### src/rtl/axi_ic_pkg.sv
// Shared definitions for the two-master AXI interconnect: write-arbiter states,
// owner select codes and the default burst-length width.
package axi_ic_pkg;

  localparam int LEN_W_DEF = 8;

  typedef enum logic [1:0] {
    IDLE = 2'd0,
    ADDR = 2'd1,
    DATA = 2'd2,
    RESP = 2'd3
  } wr_state_e;

  localparam logic [1:0] SEL_NONE = 2'b00;
  localparam logic [1:0] SEL_M1   = 2'b01;
  localparam logic [1:0] SEL_M2   = 2'b10;

endpackage

### src/rtl/rr_pick2.sv
// Two-requester round-robin pick. token = 0 gives master 1 priority on a tie;
// next_token points away from whoever was granted.
module rr_pick2 (
  input  logic [1:0] req,
  input  logic       token,
  output logic [1:0] grant,
  output logic       next_token
);

  always_comb begin
    grant      = 2'b00;
    next_token = token;
    case (req)
      2'b01:   grant = 2'b01;
      2'b10:   grant = 2'b10;
      2'b11:   grant = token ? 2'b10 : 2'b01;
      default: grant = 2'b00;
    endcase
    if (grant[0])      next_token = 1'b1;
    else if (grant[1]) next_token = 1'b0;
  end

endmodule

### src/rtl/wr_sl_arbiter.sv
// Per-slave write-channel arbiter: grants one master the AW/W/B path of this
// slave and holds ownership until the write response is accepted.
module wr_sl_arbiter
  import axi_ic_pkg::*;
#(
  parameter int LEN_W = LEN_W_DEF
) (
  input  logic             ACLK,
  input  logic             ARESETn,
  input  logic             m1_req,
  input  logic             m2_req,
  input  logic [LEN_W-1:0] m1_AWLEN,
  input  logic [LEN_W-1:0] m2_AWLEN,
  input  logic             m1_WVALID,
  input  logic             m2_WVALID,
  input  logic             m1_WLAST,
  input  logic             m2_WLAST,
  input  logic             m1_BREADY,
  input  logic             m2_BREADY,
  input  logic             s_AWREADY,
  input  logic             s_WREADY,
  input  logic             s_BVALID,
  output logic [1:0]       mas_sel,
  output logic             busy,
  output logic             len_err
);

  wr_state_e        state_q, state_d;
  logic [1:0]       mas_sel_q, mas_sel_d;
  logic             busy_q, busy_d;
  logic             len_err_q, len_err_d;
  logic [LEN_W-1:0] beat_cnt_q, beat_cnt_d;
  logic             token_q, token_d;

  logic             g_req, g_wvalid, g_wlast, g_bready;
  logic [LEN_W-1:0] g_awlen;
  logic [1:0]       pick_req, pick_grant;
  logic             pick_next;

  // Owner's channel signals; only meaningful once a grant is held.
  assign g_req    = mas_sel_q[1] ? m2_req    : m1_req;
  assign g_awlen  = mas_sel_q[1] ? m2_AWLEN  : m1_AWLEN;
  assign g_wvalid = mas_sel_q[1] ? m2_WVALID : m1_WVALID;
  assign g_wlast  = mas_sel_q[1] ? m2_WLAST  : m1_WLAST;
  assign g_bready = mas_sel_q[1] ? m2_BREADY : m1_BREADY;

  // Outside IDLE the picker sees only the owner, so its next_token is the
  // token rotation applied when the response completes.
  assign pick_req = (state_q == IDLE) ? {m2_req, m1_req} : mas_sel_q;

  rr_pick2 u_pick (
    .req        (pick_req),
    .token      (token_q),
    .grant      (pick_grant),
    .next_token (pick_next)
  );

  always_comb begin
    state_d    = state_q;
    mas_sel_d  = mas_sel_q;
    beat_cnt_d = beat_cnt_q;
    token_d    = token_q;
    len_err_d  = 1'b0;
    case (state_q)
      IDLE: begin
        if (pick_grant != 2'b00) begin
          mas_sel_d = pick_grant;
          state_d   = ADDR;
        end
      end
      ADDR: begin
        if (g_req && s_AWREADY) begin
          beat_cnt_d = g_awlen;
          state_d    = DATA;
        end
      end
      DATA: begin
        if (g_wvalid && s_WREADY) begin
          if (g_wlast) begin
            state_d   = RESP;
            len_err_d = (beat_cnt_q != '0);
          end else if (beat_cnt_q == '0) begin
            // Too many beats: flag it, stay put until WLAST shows up.
            len_err_d = 1'b1;
          end else begin
            beat_cnt_d = beat_cnt_q - LEN_W'(1);
          end
        end
      end
      RESP: begin
        if (s_BVALID && g_bready) begin
          state_d   = IDLE;
          mas_sel_d = SEL_NONE;
          token_d   = pick_next;
        end
      end
      default: state_d = IDLE;
    endcase
    busy_d = (state_d != IDLE);
  end

  always_ff @(posedge ACLK or negedge ARESETn) begin
    if (!ARESETn) begin
      state_q    <= IDLE;
      mas_sel_q  <= SEL_NONE;
      busy_q     <= 1'b0;
      len_err_q  <= 1'b0;
      beat_cnt_q <= '0;
      token_q    <= 1'b0;
    end else begin
      state_q    <= state_d;
      mas_sel_q  <= mas_sel_d;
      busy_q     <= busy_d;
      len_err_q  <= len_err_d;
      beat_cnt_q <= beat_cnt_d;
      token_q    <= token_d;
    end
  end

  assign mas_sel = mas_sel_q;
  assign busy    = busy_q;
  assign len_err = len_err_q;

endmodule

### config.mk
export PLATFORM = sky130hd
export DESIGN_NAME = wr_sl_arbiter
export DESIGN_NICKNAME = d
export VERILOG_FILES = /design/src/rtl/axi_ic_pkg.sv /design/src/rtl/rr_pick2.sv /design/src/rtl/wr_sl_arbiter.sv
export SDC_FILE = /design/constraint.sdc
export NUM_CORES = 1
export LEC_CHECK = 0
export ABC_AREA = 1
export BUFFER_PORTS_ARGS = -buffer_cell sky130_fd_sc_hd__buf_2
export CELL_PAD_IN_SITES_DETAIL_PLACEMENT = 1
export CELL_PAD_IN_SITES_GLOBAL_PLACEMENT = 1
export CORE_MARGIN = 10
export CORE_UTILIZATION = 37
export CTS_BUF_LIST = sky130_fd_sc_hd__clkbuf_2
export CTS_CLUSTER_SIZE = 25
export DETAILED_ROUTE_END_ITERATION = 8
export PLACE_DENSITY_LB_ADDON = 0.1
export SLEW_MARGIN = 15
export SYNTH_ARGS = -nofsm -noshare
export SYNTH_HDL_FRONTEND = slang
export SYNTH_SLANG_ARGS = --single-unit
### constraint.sdc
create_clock -name ACLK -period 1.7 [get_ports ACLK]
set_input_delay 0.17 -clock ACLK [delete_from_list [all_inputs] [get_ports ACLK]]
set_output_delay 0.17 -clock ACLK [all_outputs]
set_load 0.1 [all_outputs]
==> results of run 1 <==
-- kinds of logic after synthesis --
family                     synth area share
and+or+nand+nor                       0.377
DFF                                   0.301
adders and majority gates            0.0702
AOI/OAI and AO/OA                     0.143
buffers and inverters                 0.108
-- worst max-delay path by stage --
stage                           startpoint                         to  slack [ns]  cells past startpoint
CTS                   state_q[0]$_DFF_PN0_  beat_cnt_q[2]$_DFFE_PN0P_        0.02                      9
global route          state_q[0]$_DFF_PN0_  beat_cnt_q[3]$_DFFE_PN0P_     -0.0002                      8
global placement      state_q[0]$_DFF_PN0_  beat_cnt_q[3]$_DFFE_PN0P_        0.14                      8
floorplan           mas_sel[0]$_DFFE_PN0P_     mas_sel[0]$_DFFE_PN0P_         0.1                      6
finish                state_q[0]$_DFF_PN0_  beat_cnt_q[3]$_DFFE_PN0P_        0.12                      8
detailed placement    state_q[0]$_DFF_PN0_  beat_cnt_q[2]$_DFFE_PN0P_       -0.02                      9
-- flip-flops by register name, summed over array words and instances (netlist names) --
register    cells
busy            1
beat_cnt_q      8
len_err         1
mas_sel         2
token_q         1
state_q         2
-- worst max-delay path: cells and delay by family, from the launching register on --
family | cells | cell delay [ns]
DFF | 1 | 0.42
AOI/OAI and AO/OA | 2 | 0.36
buffers and inverters | 1 | 0.10
adders and majority gates | 1 | 0.16
and+or+nand+nor | 4 | 0.49
-- power by group through the flow --
stage | Sequential (W) | Clock [W] | Combinational, W
finish | 0.000682 | 0.000189 | 0.00197
global placement | 0.000677 | 0 | 0.00174
detailed placement | 0.000691 | 0 | 0.00180
CTS | 0.000686 | 0.000199 | 0.00182
global route | 0.000712 | 0.000215 | 0.00221
floorplan | 0.000871 | 0 | 0.00115
-- stage by stage --
step                      setup TNS, ns  setup WS, ns  cell area, sq um   util
after detailed placement        -0.0516       -0.0155              1480  0.450
after global placement                0         0.143              1480  0.450
final                                 0         0.120              1590  0.483
after floorplan                       0        0.0953              1250      -
after global routing          -0.000234     -0.000234              1590  0.483
after CTS                             0        0.0181              1510  0.460
-- per-layer routing --
layer / vias to the layer above / share of wire / track usage
met5: - / 0 / 0
met4: 0 / 0.012 / 0.0376
met3: 5 / 0.029 / 0.0273
met2: 18 / 0.48 / 0.215
met1: 659 / 0.48 / 0.168
li1: 717 / - / -
-- area by class of cell --
type                            instances  area (sq um)  area share
Multi-Input combinational cell        153           767       0.483
Sequential cell                        15           378       0.238
Clock buffer                            3          15.0     0.00946
Tap cell                               46          57.6      0.0363
Timing Repair Buffer                   44           253       0.159
Clock inverter                          1          5.00     0.00315
Inverter                               29           111      0.0702
-- cells in the final DEF (no fill, tap or decap), drive strengths merged --
master | Yosys | routed
dlygate4sd3 | 0 | 1
nand4 | 2 | 2
nand3 | 12 | 12
o21ai | 21 | 21
clkinv | 0 | 1
nand2 | 75 | 75
ha | 7 | 7
clkbuf | 0 | 3
o22ai | 1 | 1
buf | 3 | 43
o21a | 1 | 1
a21oi | 7 | 7
nor2 | 22 | 22
or2 | 1 | 1
inv | 29 | 29
dfrtp | 15 | 15
o211ai | 1 | 1
nor3 | 2 | 2
a31oi | 1 | 1
-- timing repair --
action                                  in CTS  in global routing
resized for setup                            2                  9
pin swaps                                    0                  3
hold buffers                                 1                  0
buffers inserted                             0                  6
hold endpoints to repair                    15                  0
endpoints found under the setup margin       8                 12
==> impl_metrics.yaml, run 1 <==
pwr:
  pwr-share-seq: 0.240
  p_per_area_nw_per_um2: 1790
  switchingPower_w: 0.00162
  p_clk_frac: 0.067
  power.total_w: 0.00284
  peakVddDrop_uv: 1270
  swShare: 0.570
  p_int_w: 0.00122
  p_leak_nw: 0.905
  power_frac_comb: 0.693
synthesis:
  syn-cell-area_sq_um: 1250
  ys_ff_latch: 15
  synth-edff-count: 0
  synthArstFlopShare: 1.00
  syn_nets: 236
  synth_top_cells_by_area: "dfrtp_1 (30%), nand2_1 (22%), inv_1 (8.4%)"
  synth_top_cell_by_area: "dfrtp_1"
  syn_area_per_cell_sq_um: 6.24
  yosysTopAreaCellShare: 0.301
  ys_types: 21
  ys.flop_type: "dfrtp_1"
  syn_inst: 200
  synth_most_common_cell: "nand2_1"
  ys_seq_area_frac: 0.301
  synthTopCellsByCount: "nand2_1 (72), inv_1 (28), nor2_1 (22)"
  yosysWarnings: 0
hold_path:
  min_from: "m2_AWLEN[7]"
  hold_depth: 5
  hold_class: "in -> reg"
  holdPathEnd: "beat_cnt_q[7]$_DFFE_PN0P_"
grt:
  grt_max_degree: 16
  track_usage: 0.131
  grt_pass1_vias: 1432
  antenna_found_initial: 0
  grt_pass1_wl_um: 6660
  grt.overflow.total: 0
cells_and_area:
  fillers: 460
  drive_above_1_share: 0.257
  diodes: 0
  nets: 282
  stdcell_count: 291
  area_growth_syn_to_layout_pct: 27.2
route:
  ant_nets: 0
  drt_iter0_markers: 65
  wire_per_inst_um: 14.0
  dr_total_vias: 1399
  totalWireLength_um: 4060
  drc: 0
  dr.pass1.iters: 4
  avgViaCountPerCell: 4.81
worst_setup_path:
  end_kind: "flop"
  slowest_delay_ns: 0.42
  worstPathCellList: "inv_2 -> ha_4 -> o21ai_0 -> nor2_1 -> nand3_2 -> a21oi_4 -> nand2_1 -> nand2_1"
  rr_worst_depth: 8
  r2r-start: "state_q[0]$_DFF_PN0_"
  crit_fanout: 7
  start_kind: "flop"
  r2r_slack_ns: 0.12
  cp_data_required_time_ns: 1.97
  crit_arrival_ns: 1.85
  worst_path_max_delay_cell: "dfrtp_1"
  crit_path_frequent_cell: "nand2_1"
  r2r-end: "beat_cnt_q[3]$_DFFE_PN0P_"
  path_class: "reg -> reg"
die:
  core_sq_um: 3280
  die_h_um: 78.1
  die_area_sq_um: 6090
  start_util: 0.380
  die_w_um: 78.1
  ios: 33
  num_rows: 21
clocking:
  clk_latency_ns: 0.31
  clk_pin_slew_ns: 0.17
  cts_buffers: 3
  cts_sinks: 15
  root_buffer: "clkbuf_2"
  clk_path_buf_depth: 2
  h-tree-depth: 1
  cts_tree: "done"
sta:
  period_minus_slack_ns: 1.58
  maxSlewViolCount: 0
  tightestPinTransition_ns: 0.490
  clock-skew-final_ns: 0.00335
  setup_violations: 0
  fin_hold_ws_ns: 0.163
  fmax_mhz: 633
  max_slew_margin: 0.676
  hold_viol: 0
  finalCritPeriodShare: 0.929
place:
  numPortBuffers: 32
  place_hpwl_um: 3240
  place.gp.congestion: 0.897
  place_inst: 280
outcome:
  status: "finished, final reports clean"
job:
  maxCapViolCount: 0
(Power assumes the default switching activity.)
==> run 2, diff against run 1 <==
Settings changed: ABC_AREA 1 to default, CORE_UTILIZATION 37 to 39.
==> run 2 against run 1 <==
The flow now finishes with violations (setup timing). Global-route usage rose by 1.3 points. Critical path depth decreased by 2. Register-to-register slack worse by 0.37 ns. Sequential share of layout area shrank 1.7 points. Setup slack worse by 0.37 ns. Worst hold slack gained 0.065 ns. Sequential power shrank 3.4%. Via count decreased by 14%. Final area up 8.1%. Total power up 13%. Die area fell by 9.8%. Clock skew up 0.0012 ns. Critical endpoint is now busy$_DFF_PN0_. Largest power group unchanged.
==> impl_metrics.yaml, run 2 <==
sta:
  hold_viol: 0
  setup-tns-final_ns: -1.65
  rsz0062_at_grt: "yes"
  tightestPinTransition_ns: 0.488
  period_minus_slack_ns: 1.95
  finalCritPeriodShare: 1.15
  fin_ws_ns: -0.253
  clock-skew-final_ns: 0.00456
  maxSlewViolCount: 0
  setup_violations: 12
  max_slew_margin: 0.677
  fmax_mhz: 512
synthesis:
  synth_top_cells_by_area: "dfrtp_1 (33%), ha_1 (7.7%), mux2_2 (6.9%)"
  ys_seq_area_frac: 0.328
  ys_types: 40
  syn_nets: 160
  synth-edff-count: 0
  yosysWarnings: 0
  synth_most_common_cell: "dfrtp_1"
  yosysTopAreaCellShare: 0.328
  synth_top_cell_by_area: "dfrtp_1"
  synthTopCellsByCount: "dfrtp_1 (15), a21oi_1 (11), nand2_1 (9)"
  ys_ff_latch: 15
  syn-cell-area_sq_um: 1140
  syn_area_per_cell_sq_um: 9.22
  syn_inst: 124
  ys.flop_type: "dfrtp_1"
  synthArstFlopShare: 1.00
cells_and_area:
  largest_register: "beat_cnt_q"
  fillers: 323
  multi_input_area_sq_um: 841
  final_cell_mix: "buf_2 (31), buf_4 (21), dfrtp_1 (14)"
  fin_area_sq_um: 1720
  drive_above_1_share: 0.571
  nets: 219
  seq_area_sq_um: 379
  final_common_cell: "buf_2"
  diodes: 0
  largest_register_ffs: 8
  area_growth_syn_to_layout_pct: 50.0
  final_core_util: 0.617
job:
  maxCapViolCount: 0
hold_path:
  hold_class: "in -> reg"
outcome:
  violations: "setup timing"
  status: "complete, but fails checks"
die:
  ios: 33
  start_util: 0.411
  die_area_sq_um: 5500
  core_sq_um: 2780
  die_h_um: 74.2
  die_w_um: 74.2
  num_rows: 19
grt:
  antenna_found_initial: 0
  grt_pass1_vias: 1328
  grt_pass1_wl_um: 6350
  grt.overflow.total: 0
  grt_max_degree: 24
  track_usage: 0.144
pwr:
  p_per_area_nw_per_um2: 1870
  peakVddDrop_uv: 1380
  p_leak_nw: 0.779
clocking:
  clk_latency_ns: 0.31
  root_buffer: "clkbuf_2"
  clk_path_buf_depth: 2
  cts_sinks: 15
  cts_buffers: 3
  cts_tree: "done"
  clk_pin_slew_ns: 0.16
  h-tree-depth: 1
place:
  place_hpwl_um: 2870
  numPortBuffers: 32
  place.gp.congestion: 0.786
  dp_slack_ns: -0.244
  placed_area_sq_um: 1490
route:
  totalWireLength_um: 4160
  dr.pass1.iters: 4
  avgViaCountPerCell: 5.62
  ant_nets: 0
  wire_per_inst_um: 19.5
  drt_iter0_markers: 84
  dr_total_vias: 1198
  drc: 0
worst_setup_path:
  cp_data_required_time_ns: 1.92
  crit_arrival_ns: 2.17
  end_kind: "flop"
  crit_fanout: 3
  start_kind: "flop"
  path_class: "reg -> reg"
-- run 2: layout make-up --
cell class,count,area share
Inverter,7,0.0153
Tap cell,31,0.0226
Timing Repair Buffer,60,0.239
Clock buffer,4,0.0117
Multi-Input combinational cell,96,0.490
Sequential cell,15,0.221
-- run 2: layer usage --
layer | GRT usage | routed length [um]
met1 | 0.177 | 1760
met2 | 0.229 | 2090
met3 | 0.0426 | 202
met4 | 0.0621 | 102
met5 | 0 | 0
-- run 2: kinds of logic (layout without fill, tap and decap cells) --
group / count (synthesis) / after routing / share of synthesized area
simple gates: 41 / 41 / 0.195
compound gates: 35 / 35 / 0.212
flops: 15 / 15 / 0.328
mux: 13 / 13 / 0.130
buf+inv: 13 / 71 / 0.0580
fa+ha+maj: 7 / 7 / 0.0766
-- run 2: power by group --
group	internal, W	switching (W)
Clock	0.0000622	0.000130
Sequential	0.000522	0.000137
Combinational	0.00110	0.00126
Total	0.00168	0.00153
-- run 2: worst max-delay path, cell delays in order, from the launching register on --
cell and delay, ns:
dfrtp_4 0.52, buf_4 0.15, mux2_4 0.32, a41o_1 0.25
nor4_2 0.23, o22ai_1 0.17, or2_1 0.24
-- run 2: path summary, 6_finish.rpt --
path | start | endpoint | slack (ns) | depth (start not counted)
worst max register to register | mas_sel[1]$_DFFE_PN0P_ | busy$_DFF_PN0_ | -0.25 | 6
max in group asynchronous | ARESETn | mas_sel[1]$_DFFE_PN0P_ | 1.13 | 2
worst min-delay path | s_BVALID | token_q$_DFFE_PN0P_ | 0.23 | 3
worst max-delay path | mas_sel[1]$_DFFE_PN0P_ | busy$_DFF_PN0_ | -0.25 | 6
worst min register to register | beat_cnt_q[6]$_DFFE_PN0P_ | beat_cnt_q[6]$_DFFE_PN0P_ | 0.54 | 1
min in group asynchronous | ARESETn | state_q[1]$_DFF_PN0_ | 0.27 | 2
-- run 2: timing repair --
item                                    4_1_cts  5_1_grt
hold buffers                                  1        0
resized for setup                            14       21
endpoints found under the hold margin        15        0
setup buffers                                 6        1
cloned                                        0        0
endpoints found under the setup margin       11       14
pin swaps                                     5        6
-- run 2: through the flow --
step	instances	hold slack (ns)	total power [W]
2_1_floorplan	124	-0.126	0.00185
3_3_place_gp	201	0.101	0.00237
3_5_place_dp	201	0.109	0.00246
4_1_cts	212	0.227	0.00289
5_1_grt	213	0.234	0.00343
6_report	213	0.228	0.00321
==> run 3, diff against run 2 <==
Settings changed: CELL_PAD_IN_SITES_GLOBAL_PLACEMENT 1 to 2, CORE_UTILIZATION 39 to 31.
==> run 3 against run 2 <==
The flow still finishes with violations (setup timing). Worst hold slack better by 0.031 ns. Final area up 7.4%. Largest power group unchanged. Maximum frequency up 7.0%. Sequential power up 2%.
==> impl_metrics.yaml, run 3 (synthesized netlist as in run 2, its figures left out) <==
outcome:
  status: "complete, but fails checks"
  violations: "setup timing"
route:
  avgViaCountPerCell: 4.96
  drt_iter0_markers: 13
  dr.pass1.iters: 4
  ant_nets: 0
  dr_total_vias: 1171
  totalWireLength_um: 3800
  wire_per_inst_um: 16.1
  drc: 0
clocking:
  clk_latency_ns: 0.30
  cts_tree: "done"
  root_buffer: "clkbuf_2"
  clk_pin_slew_ns: 0.16
  cts_sinks: 15
  cts_buffers: 3
  clk_path_buf_depth: 2
  h-tree-depth: 1
cells_and_area:
  drive_above_1_share: 0.617
  area_growth_syn_to_layout_pct: 61.2
  final_core_util: 0.511
  fillers: 432
  largest_register_ffs: 8
  stdcell_count: 236
  diodes: 0
  nets: 225
  final_common_cell: "buf_2"
  final_cell_mix: "buf_2 (32), buf_4 (24), dfrtp_1 (14)"
  largest_register: "beat_cnt_q"
die:
  num_rows: 22
  ios: 33
  core_sq_um: 3610
  die_w_um: 80.7
  start_util: 0.317
  die_h_um: 80.7
  die_area_sq_um: 6520
sta:
  rsz0062_at_grt: "yes"
  period_minus_slack_ns: 1.82
  maxSlewViolCount: 0
  finalCritPeriodShare: 1.07
  hold_viol: 0
  tightestPinTransition_ns: 0.489
  fmax_mhz: 548
  clock-skew-final_ns: 0.00789
  max_slew_margin: 0.676
  setup_violations: 9
  fin_ws_ns: -0.125
  setup-tns-final_ns: -0.752
pwr:
  p_per_area_nw_per_um2: 1810
  p_leak_nw: 0.819
  peakVddDrop_uv: 670
job:
  maxCapViolCount: 0
worst_setup_path:
  crit_fanout: 7
  start_kind: "flop"
  cp_data_required_time_ns: 1.89
  end_kind: "flop"
  slowest_delay_ns: 0.46
  worst_path_max_delay_cell: "dfrtp_1"
  path_class: "reg -> reg"
  crit_arrival_ns: 2.02
  worstPathCellList: "inv_2 -> ha_2 -> nor2b_1 -> a31oi_2 -> a211oi_4 -> buf_6 -> nand2b_4 -> nand3_2"
place:
  place_inst: 221
  place_hpwl_um: 2870
  numPortBuffers: 32
  place.gp.congestion: 0.789
grt:
  track_usage: 0.118
  grt_pass1_wl_um: 6180
  antenna_found_initial: 0
  grt.overflow.total: 0
  grt_pass1_vias: 1293
  grt_max_degree: 16
hold_path:
  hold_class: "in -> reg"
run 3: worst max-delay path: cells and delay by family (launching register included):
kind | cells | cell delay, ns
adder cells (fa/ha/maj) | 1 | 0.22
flip-flops | 1 | 0.46
AO/OA/AOI/OAI | 2 | 0.34
buffers and inverters | 2 | 0.32
AND/OR/NAND/NOR | 3 | 0.38
run 3: layer usage:
layer,part of all wire,vias to the layer above,global-route usage
li1,-,583,-
met5,0,-,0
met4,0.0092,0,0.0225
met1,0.42,562,0.140
met3,0.046,4,0.0364
met2,0.52,22,0.205
run 3: where the power goes:
group / internal [W] / total, W / switching, W
clock network: 0.0000623 / 0.000187 / 0.000125
registers: 0.000522 / 0.000669 / 0.000147
logic: 0.00125 / 0.00249 / 0.00124
total: 0.00183 / 0.00334 / 0.00151
run 3: worst paths after layout:
| check | from | endpoint | slack, ns | cells after the start |
|---|---|---|---|---|
| min in group asynchronous | ARESETn | busy$_DFF_PN0_ | 0.31 | 2 |
| min | m2_AWLEN[0] | beat_cnt_q[0]$_DFFE_PN0P_ | 0.26 | 5 |
| max in group asynchronous | ARESETn | mas_sel[1]$_DFFE_PN0P_ | 1.07 | 2 |
| min reg2reg | token_q$_DFFE_PN0P_ | token_q$_DFFE_PN0P_ | 0.54 | 1 |
| max reg2reg | state_q[1]$_DFF_PN0_ | beat_cnt_q[7]$_DFFE_PN0P_ | -0.12 | 8 |
| max | state_q[1]$_DFF_PN0_ | beat_cnt_q[7]$_DFFE_PN0P_ | -0.12 | 8 |
run 3: what timing repair did:
action,in CTS,in global routing
gates resized for setup,13,32
buffers inserted,5,5
endpoints found under the setup margin,11,11
pin swaps,3,7
hold buffers,1,0
cloned,0,0
hold endpoints to repair,15,0
run 3: per-stage QoR:
stage	setup slack, ns	hold slack, ns	power [W]	cell area (sq um)
after CTS	-0.0957	0.229	0.00291	1650
after global routing	-0.239	0.266	0.00362	1840
final	-0.125	0.259	0.00334	1840
after detailed placement	-0.103	0.111	0.00247	1520
after global placement	-0.0924	0.112	0.00243	1520
after floorplan	-0.315	-0.126	0.00185	1170
run 3: layout make-up:
type,instances,area [sq um],area share
clock buffers,4,20.0,0.0109
multi-input cells,96,895,0.485
inverters,7,28.8,0.0156
repair buffers,66,460,0.250
well taps,48,60.1,0.0326
flip-flops and latches,15,379,0.206
